### src/rtl/control_sequencer.sv
// Microcoded control unit for the 8-bit single-bus CPU: steps fetch/execute
// T-states and decodes the one-hot control strobes for every bus participant.
module control_sequencer (
    input  logic       Clk,
    input  logic       Rst,
    input  logic [7:0] INSTR,
    input  logic       CARRY,
    input  logic       ZERO,
    output logic       PC_OUT,
    output logic       PC_INC,
    output logic       PC_JUMP,
    output logic       MAR_LOAD,
    output logic       RAM_OUT,
    output logic       RAM_LOAD,
    output logic       IR_LOAD,
    output logic       IR_OUT,
    output logic       A_OUT,
    output logic       A_LOAD,
    output logic       B_LOAD,
    output logic       ALU_OUT,
    output logic       ALU_SUB,
    output logic       FLAG_LOAD,
    output logic       OUT_LOAD,
    output logic       HALTED,
    output logic [2:0] T_STATE
);

    typedef enum logic [2:0] {
        T0   = 3'd0,
        T1   = 3'd1,
        T2   = 3'd2,
        T3   = 3'd3,
        T4   = 3'd4,
        HALT = 3'd7
    } step_t;

    typedef struct packed {
        logic pc_out;
        logic pc_inc;
        logic pc_jump;
        logic mar_load;
        logic ram_out;
        logic ram_load;
        logic ir_load;
        logic ir_out;
        logic a_out;
        logic a_load;
        logic b_load;
        logic alu_out;
        logic alu_sub;
        logic flag_load;
        logic out_load;
    } ctrl_t;

    localparam logic [3:0] OP_LDA = 4'h1;
    localparam logic [3:0] OP_ADD = 4'h2;
    localparam logic [3:0] OP_SUB = 4'h3;
    localparam logic [3:0] OP_STA = 4'h4;
    localparam logic [3:0] OP_LDI = 4'h5;
    localparam logic [3:0] OP_JMP = 4'h6;
    localparam logic [3:0] OP_JC  = 4'h7;
    localparam logic [3:0] OP_JZ  = 4'h8;
    localparam logic [3:0] OP_OUT = 4'hE;
    localparam logic [3:0] OP_HLT = 4'hF;

    step_t      step;
    step_t      next_step;
    logic [3:0] op;
    ctrl_t      ctrl;

    always_ff @(posedge Clk) begin
        if (!Rst) begin
            step <= T0;
            op   <= 4'h0;
        end else begin
            step <= next_step;
            // The opcode is captured only as fetch completes; INSTR is don't-care otherwise.
            if (step == T1) begin
                op <= INSTR[7:4];
            end
        end
    end

    always_comb begin
        ctrl      = '0;
        next_step = T0;
        case (step)
            T0: begin
                ctrl.pc_out   = 1'b1;
                ctrl.mar_load = 1'b1;
                next_step     = T1;
            end
            T1: begin
                ctrl.ir_load = 1'b1;
                ctrl.pc_inc  = 1'b1;
                next_step    = T2;
            end
            T2: begin
                case (op)
                    OP_LDA, OP_ADD, OP_SUB, OP_STA: begin
                        ctrl.ir_out   = 1'b1;
                        ctrl.mar_load = 1'b1;
                        next_step     = T3;
                    end
                    OP_LDI: begin
                        ctrl.ir_out = 1'b1;
                        ctrl.a_load = 1'b1;
                    end
                    OP_JMP: begin
                        ctrl.ir_out  = 1'b1;
                        ctrl.pc_jump = 1'b1;
                    end
                    OP_JC: begin
                        ctrl.ir_out  = CARRY;
                        ctrl.pc_jump = CARRY;
                    end
                    OP_JZ: begin
                        ctrl.ir_out  = ZERO;
                        ctrl.pc_jump = ZERO;
                    end
                    OP_OUT: begin
                        ctrl.a_out    = 1'b1;
                        ctrl.out_load = 1'b1;
                    end
                    OP_HLT: next_step = HALT;
                    default: ;
                endcase
            end
            T3: begin
                case (op)
                    OP_LDA: begin
                        ctrl.ram_out = 1'b1;
                        ctrl.a_load  = 1'b1;
                    end
                    OP_ADD, OP_SUB: begin
                        ctrl.ram_out = 1'b1;
                        ctrl.b_load  = 1'b1;
                        next_step    = T4;
                    end
                    OP_STA: begin
                        ctrl.a_out    = 1'b1;
                        ctrl.ram_load = 1'b1;
                    end
                    default: ;
                endcase
            end
            T4: begin
                ctrl.alu_out   = 1'b1;
                ctrl.a_load    = 1'b1;
                ctrl.flag_load = 1'b1;
                ctrl.alu_sub   = (op == OP_SUB);
            end
            HALT: next_step = HALT;
            default: next_step = T0;
        endcase
    end

    // Reset low masks every output combinationally, independent of the stored step.
    assign {PC_OUT, PC_INC, PC_JUMP, MAR_LOAD, RAM_OUT, RAM_LOAD, IR_LOAD, IR_OUT,
            A_OUT, A_LOAD, B_LOAD, ALU_OUT, ALU_SUB, FLAG_LOAD, OUT_LOAD} = Rst ? ctrl : '0;
    assign HALTED  = Rst && (step == HALT);
    assign T_STATE = Rst ? 3'(step) : 3'd0;

endmodule
### config.mk
export PLATFORM = sky130hd
export DESIGN_NAME = control_sequencer
export DESIGN_NICKNAME = d
export VERILOG_FILES = /design/src/rtl/control_sequencer.sv
export SDC_FILE = /design/constraint.sdc
export NUM_CORES = 1
export LEC_CHECK = 0
export CAP_MARGIN = 20
export CORE_UTILIZATION = 41
export DETAILED_ROUTE_END_ITERATION = 6
export HOLD_SLACK_MARGIN = 0.15
export PLACE_DENSITY = 0.78
export SYNTH_ARGS = -nofsm -noshare
export SYNTH_HDL_FRONTEND = slang
export SYNTH_SLANG_ARGS = --single-unit
### constraint.sdc
create_clock -name Clk -period 1.45 [get_ports Clk]
set_input_delay 0.29 -clock Clk [delete_from_list [all_inputs] [get_ports Clk]]
set_output_delay 0.29 -clock Clk [all_outputs]
set_load 0.1 [all_outputs]
==> reports/metrics.csv, run 1 <==
metric,value,unit
status,did not finish,
lastStage,clock tree synthesis (4_1_cts),
error,"[ERROR DPL-0038] Utilization greater than 100%, impossible to legalize",
gp_congestion,0.7840,
synth-async-reset-ratio,0,
cts_setup_buffers,20,
ys_seq_area_frac,0.1955,
io_buffers,26,
htree_levels,1,
fp.dieH,43.82,um
numCtsBuffers,3,
cts_sinks,7,
placed_area,1476,um2
netlist_instances,86,
pre_cts_ws,-0.6679,ns
synth_nets,98,
ys_warn_count,0,
ioPinCount,31,
rows,14,
start_util,0.4548,
cts_root_buf,clkbuf_4,
synth_flop_cell,dfxtp_1,
cts_buffer_depth,2,
ys_ff_latch,7,
synth.distinct_cells,41,
holdBufCountCts,0,
cts_resized,41,
syn_area,716.9,um2
synth_edf_count,0,
die_w,43.82,um
place_hpwl,2.269,mm
synth.avg_cell_area,8.336,um2
cells in the mapped netlist, types with 2 or more instances:
library cell	n	area [um2]
nand2_1	7	26.28
mux2i_1	4	40.04
a21boi_1	2	15.01
nor2_1	6	22.52
nand3_1	4	20.02
and2_1	4	25.02
a21oi_1	2	10.01
o21a_1	2	15.01
nor2b_1	4	25.02
a31oi_1	2	12.51
buf_6	6	67.56
and4_1	2	17.52
dfxtp_1	7	140.1
nor3_1	2	10.01
inv_1	4	15.01
nor4b_1	2	17.52
buf_4	2	15.01
logic make-up after synthesis:
family	after synthesis	share of synthesized area
AO/OA/AOI/OAI	14	0.1448
XOR/XNOR	1	0.01222
buffers and inverters	14	0.1483
flip-flops	7	0.1955
multiplexers	4	0.05585
AND/OR/NAND/NOR	46	0.4433
through the flow:
stage,TNS (ns),cells,util
after floorplan,-4.893,86,-
after global placement,-7.452,148,0.9365
after detailed placement,-8.719,148,0.9365
==> inputs of run 2 (changes only) <==
- CORE_AREA: not set -> 2 2 63 65
- CORE_UTILIZATION: 41 -> not set
- DIE_AREA: not set -> 0 0 65 67
- HOLD_SLACK_MARGIN: 0.15 -> not set
- PLACE_DENSITY: 0.78 -> not set
- PLACE_DENSITY_LB_ADDON: not set -> 0.15
==> reports/metrics.csv, run 2 <==
metric,value,unit
status,"complete, but fails checks",
violations,negative setup slack,
nets,170,
synth_top_cell_area_share,0.1955,
fp.dieH,67,um
syn_area,716.9,um2
top_register,op,
post_drt_wl_per_cell,11.89,um
yosysTopAreaCell,dfxtp_1,
wl,2.438,mm
cp-end-kind,output port,
via_per_inst,4.317,
synth_flop_cell,dfxtp_1,
critPathLaunch,op[2],
drc,0,
cts.clk_slew.worst_paths,0.04,ns
numCtsBuffers,3,
htree_levels,1,
fillers,322,
drt-initial-drc-count,24,
cts_buffer_depth,2,
area_delta_synth_final,164.9,%
hold_violations,0,
synth_edf_count,0,
rsz0062_at_grt,true,
path_delay_family,compound AO/OA/AOI/OAI gates,
antennaDiodeCount,0,
place_hpwl,1.749,mm
grt_pass1_vias,891,
cts_tree,yes,
vdd_drop_max,0.4945,mV
worst-path-buf-inv,1,
track_usage,0.1196,
regToRegStartpoint,op[2],
ioPinCount,31,
critPathMaxStageDelay,0.38,ns
fmax,545.9,MHz
synth_area_leaders,"dfxtp_1 (20%), buf_6 (9.4%), mux2i_1 (5.6%)",
start_util,0.1988,
netlist_instances,86,
gp_congestion,0.7410,
min_from,op[3],
path_max_fanout,5,
rows,22,
hp-class,flop to flop,
core,3606,um2
vias,885,
io_buffers,26,
maxSlewHeadroom,0.7877,
overflow,0,
power,0.001154,W
synth_common_cells,"dfxtp_1 (7), nand2_1 (7), buf_6 (6), nor2_1 (6)",
setup_slack,-0.3819,ns
post-route-cell-area,1899,um2
holdBufCountCts,0,
min_period,1.832,ns
antenna_left,0,
clock_latency,0.22,ns
cp_slowest_cell,a2111oi_4,
crit_type,flop to output port,
ys_ff_latch,7,
synth-async-reset-ratio,0,
ys_seq_area_frac,0.1955,
worst_slew_pin_slew,0.3184,ns
largest_registers,"op (4), step (3)",
ys_warn_count,0,
pwr_density_cell,607.4,nW/um2
worst_setup_path_start_kind,flop,
final_common_cell,buf_4,
layout_common_cells,"buf_4 (37), buf_12 (20), buf_6 (12)",
cts_root_buf,clkbuf_8,
antenna_found_initial,0,
grt_pass1_wl,4.057,mm
synth.avg_cell_area,8.336,um2
worst_ep_arrival_time,1.54,ns
setup_violations,18,
cts_sinks,7,
leakagePower,0.7629,nW
placed_area,1539,um2
final-max-slew-violation-count,0,
min_period_over_period,1.263,
first_pass_iters,4,
layout-drive-gt1-share,0.7707,
grt_max_degree,16,
fin_skew,0.0007195,ns
largest_register_ffs,4,
crit_chain,"and3b_1, o21a_1, a2111oi_4, buf_12",
synth.distinct_cells,41,
die_w,65,um
synth_nets,98,
cap_violations,0,
worstPathRequired,1.16,ns
die_area,4355,um2
run 2: area by class of cell:
type                            count  area, um2  area share
Tap cell                           48      60.06     0.03162
Timing Repair Buffer               77      892.1      0.4697
Inverter                            4      26.28     0.01383
Sequential cell                     7      163.9     0.08630
Multi-Input combinational cell     65      711.9      0.3748
Clock buffer                        4      45.04     0.02372
run 2: tightest hold or removal path: cells and delay by family (launching register included):
family	cells	cell delay (ns)
AO/OA/AOI/OAI	1	0.07
flip-flops	1	0.41
AND/OR/NAND/NOR	1	0.11
run 2: power breakdown:
| group | switching, W | internal, W |
|---|---|---|
| registers | 0.0000415 | 0.000209 |
| clock network | 0.0000823 | 0.000190 |
| logic | 0.000317 | 0.000314 |
| total | 0.000441 | 0.000713 |
run 2: routing by layer:
metal | vias to the layer above | part of all wire | global-route usage
li1 | 454 | - | -
met1 | 411 | 0.41 | 0.1429
met2 | 18 | 0.54 | 0.2191
met3 | 2 | 0.045 | 0.02534
met4 | 0 | 0.0041 | 0.02394
met5 | - | 0 | 0
run 2: timing repair:
action / 4_1_cts / 5_1_grt
setup endpoints to repair: 20 / 23
pin swaps: 16 / 9
buffers inserted: 12 / 7
resized for setup: 37 / 11
run 2: kinds of logic after synthesis:
logic type | synth area share
buf+inv | 0.1483
xor+xnor | 0.01222
mux | 0.05585
simple gates | 0.4433
compound gates | 0.1448
flops | 0.1955
run 2: path summary, 6_finish.rpt:
check,endpoint,slack (ns),cells after the start
worst max-delay path,IR_OUT,-0.38,4
worst min-delay path,step[2],0.63,2
worst max register to register,step[0],0.08,7
worst min register to register,step[2],0.63,2
run 2: per-stage QoR:
step                      hold WS, ns    util  cells  TNS [ns]  worst slack (ns)
after CTS                      0.6234  0.5003    199    -3.833           -0.3916
after global routing           0.6515  0.5267    205    -4.601           -0.4388
after global placement         0.6194  0.4268    183    -8.180           -0.6083
final                          0.6296  0.5267    205    -3.654           -0.3819
after floorplan                0.4593       -     86    -4.893           -0.7015
after detailed placement       0.6143  0.4268    183    -8.449           -0.6226
(Power assumes the default switching activity.)
